File: config.mk
export PLATFORM = sky130hd
export DESIGN_NAME = servo_move_sequencer
export DESIGN_NICKNAME = d
export VERILOG_FILES = /design/src/rtl/servo_move_sequencer.sv
export SDC_FILE = /design/constraint.sdc
export NUM_CORES = 1
export LEC_CHECK = 0
export ABC_CLOCK_PERIOD_IN_PS = 3100
export CAP_MARGIN = 10
export CORE_MARGIN = 1
export CORE_UTILIZATION = 46
export DETAILED_ROUTE_END_ITERATION = 6
export PLACE_DENSITY = 0.77
export SLEW_MARGIN = 20
export SYNTH_ARGS = -nofsm -noshare
export SYNTH_HDL_FRONTEND = slang
export SYNTH_SLANG_ARGS = --single-unit
export TNS_END_PERCENT = 30
File: constraint.sdc
create_clock -name clk -period 3.1 [get_ports clk]
set_clock_uncertainty 0.15 [all_clocks]
set_input_delay 0.31 -clock clk [delete_from_list [all_inputs] [get_ports clk]]
set_output_delay 0.31 -clock clk [all_outputs]
set_load 0.005 [all_outputs]
File: src/rtl/servo_move_sequencer.sv
// servo_move_sequencer
//   Queues timed robot moves (direction + duration in ms) and plays them back
//   one after another on the direction/useServo inputs of ServoController.
//   Game logic posts a whole dance sequence into the command FIFO and moves on.
//
// Ports
//   clk         system clock, rising edge
//   resetn      asynchronous active-low reset
//   cmd_valid   command offered
//   cmd_ready   FIFO can accept (not full and no abort)
//   cmd_dir     direction code (000 stop, 001 fwd, 010 back, 011 left, 100 right)
//   cmd_ms      move duration in ms, 0 = discard
//   abort       flush the queue and stop now
//   direction   registered direction to ServoController
//   useServo    registered 1-cycle load strobe to ServoController
//   move_done   1-cycle pulse when a move's duration expires
//   busy        high while the sequencer is not idle or the FIFO holds entries
//   fifo_count  number of queued commands
//
// Build option
//   SERVO_SEQ_GAP_EN : insert a stop interval of GAP_MS ms between moves.
//                      Undefined: consecutive moves run back-to-back.
//
// States
//   IDLE | waiting; pops the head entry when the FIFO is not empty
//   RUN  | move in progress, ms prescaler and remaining-ms counter active
//   DONE | move just expired; reload from FIFO or stop (gap build: start gap)
//   GAP  | stop interval between moves (gap build only)

module servo_move_sequencer #(
    parameter int DEPTH        = 8,
    parameter int MS_W         = 12,
    parameter int TICKS_PER_MS = 50000,
    parameter int GAP_MS       = 20
) (
    input  logic                     clk,
    input  logic                     resetn,
    input  logic                     cmd_valid,
    output logic                     cmd_ready,
    input  logic [2:0]               cmd_dir,
    input  logic [MS_W-1:0]          cmd_ms,
    input  logic                     abort,
    output logic [2:0]               direction,
    output logic                     useServo,
    output logic                     move_done,
    output logic                     busy,
    output logic [$clog2(DEPTH):0]   fifo_count
);

    localparam int AW    = $clog2(DEPTH);
    localparam int PS_W  = (TICKS_PER_MS > 1) ? $clog2(TICKS_PER_MS) : 1;
    localparam int ENT_W = 3 + MS_W;
`ifdef SERVO_SEQ_GAP_EN
    localparam int GAP_CYC = GAP_MS * TICKS_PER_MS;
    localparam int GAP_W   = (GAP_CYC > 2) ? $clog2(GAP_CYC) : 1;
`endif

    typedef enum logic [1:0] {
        S_IDLE = 2'd0,
        S_RUN  = 2'd1,
        S_DONE = 2'd2
`ifdef SERVO_SEQ_GAP_EN
        ,
        S_GAP  = 2'd3
`endif
    } state_t;

    // ---------------- command FIFO ----------------
    logic [ENT_W-1:0] mem [DEPTH];
    logic [AW-1:0]    wr_ptr;
    logic [AW-1:0]    rd_ptr;
    logic [AW:0]      count;
    logic             full;
    logic             empty;
    logic             push;
    logic             pop;
    logic [2:0]       head_dir;
    logic [MS_W-1:0]  head_ms;

    state_t           state;
    logic             abort_q;
    logic [PS_W-1:0]  prescaler;
    logic [MS_W-1:0]  remaining;
    logic             ps_wrap;
`ifdef SERVO_SEQ_GAP_EN
    logic [GAP_W-1:0] gap_cnt;
`endif

    assign full       = (count == (AW+1)'(DEPTH));
    assign empty      = (count == '0);
    assign cmd_ready  = !full && !abort;
    assign push       = cmd_valid && cmd_ready;
    assign {head_dir, head_ms} = mem[rd_ptr];
    assign fifo_count = count;
    assign busy       = (state != S_IDLE) || !empty;
    assign ps_wrap    = (prescaler == PS_W'(TICKS_PER_MS - 1));

    // The FSM consumes the head in IDLE, and in DONE only when moves chain
    // back-to-back. Zero-ms heads are popped the same way and simply ignored.
    always_comb begin
        pop = 1'b0;
        if (!abort && !empty) begin
            case (state)
                S_IDLE:  pop = 1'b1;
`ifndef SERVO_SEQ_GAP_EN
                S_DONE:  pop = 1'b1;
`endif
                default: pop = 1'b0;
            endcase
        end
    end

    always_ff @(posedge clk) begin
        if (push) begin
            mem[wr_ptr] <= {cmd_dir, cmd_ms};
        end
    end

    always_ff @(posedge clk or negedge resetn) begin
        if (!resetn) begin
            wr_ptr <= '0;
            rd_ptr <= '0;
            count  <= '0;
        end else if (abort) begin
            wr_ptr <= '0;
            rd_ptr <= '0;
            count  <= '0;
        end else begin
            if (push) wr_ptr <= wr_ptr + 1'b1;
            if (pop)  rd_ptr <= rd_ptr + 1'b1;
            case ({push, pop})
                2'b10:   count <= count + 1'b1;
                2'b01:   count <= count - 1'b1;
                default: count <= count;
            endcase
        end
    end

    // ---------------- sequencer FSM ----------------
    always_ff @(posedge clk or negedge resetn) begin
        if (!resetn) begin
            state     <= S_IDLE;
            abort_q   <= 1'b0;
            prescaler <= '0;
            remaining <= '0;
            direction <= 3'b000;
            useServo  <= 1'b0;
            move_done <= 1'b0;
`ifdef SERVO_SEQ_GAP_EN
            gap_cnt   <= '0;
`endif
        end else begin
            useServo  <= 1'b0;
            move_done <= 1'b0;
            abort_q   <= abort;
            if (abort) begin
                state     <= S_IDLE;
                prescaler <= '0;
                remaining <= '0;
`ifdef SERVO_SEQ_GAP_EN
                gap_cnt   <= '0;
`endif
                // A held abort stops the servo once, not every cycle.
                if (!abort_q) begin
                    direction <= 3'b000;
                    useServo  <= 1'b1;
                end
            end else begin
                case (state)
                    S_IDLE: begin
                        if (!empty && head_ms != '0) begin
                            direction <= head_dir;
                            useServo  <= 1'b1;
                            prescaler <= '0;
                            remaining <= head_ms;
                            state     <= S_RUN;
                        end
                    end
                    S_RUN: begin
                        if (ps_wrap) begin
                            prescaler <= '0;
                            if (remaining != '0) remaining <= remaining - 1'b1;
                            if (remaining == MS_W'(1)) begin
                                move_done <= 1'b1;
                                state     <= S_DONE;
                            end
                        end else begin
                            prescaler <= prescaler + 1'b1;
                        end
                    end
                    S_DONE: begin
`ifdef SERVO_SEQ_GAP_EN
                        // The entry strobe counts as the first gap cycle and the
                        // IDLE pop cycle as the last, so the counter covers the rest.
                        direction <= 3'b000;
                        useServo  <= 1'b1;
                        gap_cnt   <= GAP_W'(GAP_CYC - 2);
                        state     <= S_GAP;
`else
                        if (!empty) begin
                            if (head_ms != '0) begin
                                direction <= head_dir;
                                useServo  <= 1'b1;
                                prescaler <= '0;
                                remaining <= head_ms;
                                state     <= S_RUN;
                            end
                        end else begin
                            direction <= 3'b000;
                            useServo  <= 1'b1;
                            state     <= S_IDLE;
                        end
`endif
                    end
`ifdef SERVO_SEQ_GAP_EN
                    S_GAP: begin
                        if (gap_cnt == '0) begin
                            state <= S_IDLE;
                        end else begin
                            gap_cnt <= gap_cnt - 1'b1;
                        end
                    end
`endif
                    default: state <= S_IDLE;
                endcase
            end
        end
    end

endmodule
==> flow_summary.ini <==
[sta]
totalNegativeSetupSlack_ps = 0
timing_worst_slew_pin_value_ps = 767.1
hold_viol_final = 0
slew_headroom_pct = 48.75
grt_setup_unrepaired = false
max_freq_mhz = 335.7
final_period_minus_worst_setup_slack_ps = 2978
slew_violations = 0
period_share_pct = 96.08
setup_violations = 0

[die]
core_mm2 = 0.01583
initial_core_utilization_pct = 46.98
die_area_mm2 = 0.01668
chipHeight_um = 129.1
i_o_pin_count = 30
die_x_um = 129.1
fp-row-count = 46

[synthesis]
synth_sequential_area_ratio_pct = 63.94
post_synthesis_cell_type_count = 63
synth_area_per_cell_um2 = 14.35
post-synth-top-count-cell = sky130_fd_sc_hd__edfxtp_1
synthesis.instances = 518
synth.top_cells.by_area = sky130_fd_sc_hd__edfxtp_1 (48%), sky130_fd_sc_hd__dfrtp_1 (15%), sky130_fd_sc_hd__mux4_2 (5.5%)
netlist_top_cells_count = sky130_fd_sc_hd__edfxtp_1 (120), sky130_fd_sc_hd__nand2_1 (47), sky130_fd_sc_hd__dfrtp_1 (46)
synth-seq-cells = 166
netlist.area_leader.share_pct = 48.46
post-synth-top-area-cell = sky130_fd_sc_hd__edfxtp_1
async_flop_share_pct = 27.71
synth.net_count = 545
synth_edf_count = 120
syn-cell-area_mm2 = 0.007436
synth_flop_cell = sky130_fd_sc_hd__edfxtp_1
yosysWarningCount = 0

[placed_design]
place_hpwl_um = 9857
port-buffer-count = 29
finalWeightedCongestion = 0.8483
placed_cells_incl_taps = 760

[clock_tree]
max-clock-path-buffers = 2
cts.sink_count = 166
post-cts-setup-buffer-count = 0
clock-root-buffer = sky130_fd_sc_hd__clkbuf_16
cts_buffers = 17
tritoncts_clock_tree = done
clk_latency_ps = 420
cts_htree_levels = 4
clkSlewWorstSetupHoldPaths_ps = 70

[drt]
drc = 0
drt_pass1_iterations = 5
wl_met1_um = 6846
wl_met3_um = 757
dr_wl_met2_um = 7886
vias_per_std_cell = 5.907
avgRoutedWirePerCell_um = 19.89
route.top_layer_used = met4
detail_route.iter0.violations = 359
finalWirelength_um = 15770
antenna_violating_nets_post_route = 0
detailroute.via_count = 4684

[critical_path]
cp.required_ps = 3260
worst_r2r_startpoint = rd_ptr[1]
timing.critical_path.from = rd_ptr[1]
timing.critical_path.fanout_max = 34
startpoint_type = flip-flop
endpoint_kind = flip-flop
arrival_ps = 3140
criticalPathCategory = flip-flop to flip-flop

[finish]
post_layout_nonfiller_instances = 793
syn_to_final_growth_pct = 16.34
ratio_of_cells_with_drive_above_1_in_the_final_layout_pct = 17.50
nNetsFinal = 591
antenna_cells_inserted = 0

[power_and_ir_drop]
leakagePower_nw = 2.996
power_per_cell_area_mw_per_mm2 = 797.1
max-vdd-ir-drop_uv = 564.0

[global_routing]
globalRoute.totalOverflow = 0
grt_pass1_wl_um = 24760
first_global_vias = 4670
grt_use_total_pct = 19.92
grt_max_degree = 47
number_of_antenna_violations_at_the_first_check_in_global_routing = 0

[status]
status = finished clean

[job]
max_cap_violations = 0

[hold_path]
hold_path_class = input port to async pin
[where the power goes]
| group | internal (W) | switching [W] |
|---|---|---|
| combinational | 0.000869 | 0.00119 |
| sequential | 0.00257 | 0.000172 |
| clock | 0.00114 | 0.000950 |
| total | 0.00458 | 0.00231 |
[sequential cells by signal, indices dropped and copies added (netlist names)]
signal / flops
move_done: 1
direction: 3
remaining: 12
rd_ptr: 3
state: 2
wr_ptr: 3
mem: 120
abort_q: 1
useServo: 1
prescaler: 16
fifo_count: 4
[stage by stage]
| step | utilization (%) | setup WS (ps) | hold slack (ps) | power, W | area, µm² |
|---|---|---|---|---|---|
| 6_report | 54.66 | 121.6 | 283.4 | 0.006895 | 8651 |
| 4_1_cts | 54.59 | 120.8 | 318.9 | 0.006869 | 8641 |
| 3_5_place_dp | 50.86 | 158.6 | 296.3 | 0.004783 | 8050 |
| 2_1_floorplan | - | 183.5 | -135.6 | 0.004186 | 7436 |
| 5_1_grt | 54.66 | 9.881 | 341.3 | 0.007176 | 8651 |
| 3_3_place_gp | 50.86 | 218.8 | 310.4 | 0.004702 | 8050 |
[worst paths after layout]
check	cells past startpoint	to	slack, ps
worst max-delay path	7	remaining[1]	120
worst min-delay path	2	prescaler[7]	280
worst max register to register	7	remaining[1]	120
worst min register to register	1	useServo	320
max in group asynchronous	2	rd_ptr[2]	2090
min in group clk	1	useServo	320
[critical path, cell delays in order (launching register included)]
cell and delay (ps):
sky130_fd_sc_hd__dfrtp_1 380, sky130_fd_sc_hd__buf_12 250, sky130_fd_sc_hd__mux4_1 580, sky130_fd_sc_hd__mux2_2 320
sky130_fd_sc_hd__nor4_4 330, sky130_fd_sc_hd__and3_4 270, sky130_fd_sc_hd__a21oi_4 190, sky130_fd_sc_hd__o311a_1 390
[layer usage]
layer	up-vias	GRT usage, %
met4	0	7.751
met5	-	0
met2	179	32.64
li1	2146	-
met3	31	4.955
met1	2328	25.63
[area by class of cell]
class / instances / area (µm²)
Clock buffer: 17 / 425.4
Clock inverter: 15 / 155.1
Fill cell: 1235 / 7177
Inverter: 8 / 30.03
Multi-Input combinational cell: 318 / 2532
Sequential cell: 166 / 4755
Tap cell: 216 / 270.3
Timing Repair Buffer: 53 / 483.0
[cell usage in the layout, fill, tap and decap left out, types with 5 or more instances in the layout]
cell	instances
sky130_fd_sc_hd__inv_1	8
sky130_fd_sc_hd__ha_1	8
sky130_fd_sc_hd__nand3_1	13
sky130_fd_sc_hd__a21oi_1	15
sky130_fd_sc_hd__nor3_1	14
sky130_fd_sc_hd__nand4_1	5
sky130_fd_sc_hd__buf_4	23
sky130_fd_sc_hd__or3_1	5
sky130_fd_sc_hd__nor4_1	5
sky130_fd_sc_hd__edfxtp_1	120
sky130_fd_sc_hd__inv_6	7
sky130_fd_sc_hd__o21ai_0	20
sky130_fd_sc_hd__mux4_2	18
sky130_fd_sc_hd__a31oi_1	6
sky130_fd_sc_hd__nand2b_1	6
sky130_fd_sc_hd__clkdlybuf4s50_1	28
sky130_fd_sc_hd__mux2_2	12
sky130_fd_sc_hd__mux4_1	10
sky130_fd_sc_hd__clkbuf_16	17
sky130_fd_sc_hd__and3_1	6
sky130_fd_sc_hd__o22ai_1	18
sky130_fd_sc_hd__dfrtp_1	46
sky130_fd_sc_hd__nor2_1	36
sky130_fd_sc_hd__mux2i_1	6
sky130_fd_sc_hd__nand2_1	47
[cells by family (layout without fill, tap and decap cells)]
kind of cell               count (synthesis)  after routing  synth area share [%]
and+or+nand+nor                          168            168                 11.78
DFF                                      166            166                 63.94
AOI/OAI and AO/OA                         88             88                 8.145
muxes                                     46             46                 11.61
buffers and inverters                     34             93                 2.238
adders and majority gates                  8              8                 1.346
xor gates and xnor gates                   8              8                0.9422
[timing repair]
action / 4_1_cts / 5_1_grt
hold buffers: 1 / 0
endpoints found under the hold margin: 46 / 0
setup endpoints to repair: 0 / 1
resized for setup: 0 / 1
Power figures use the tool's default switching activity.
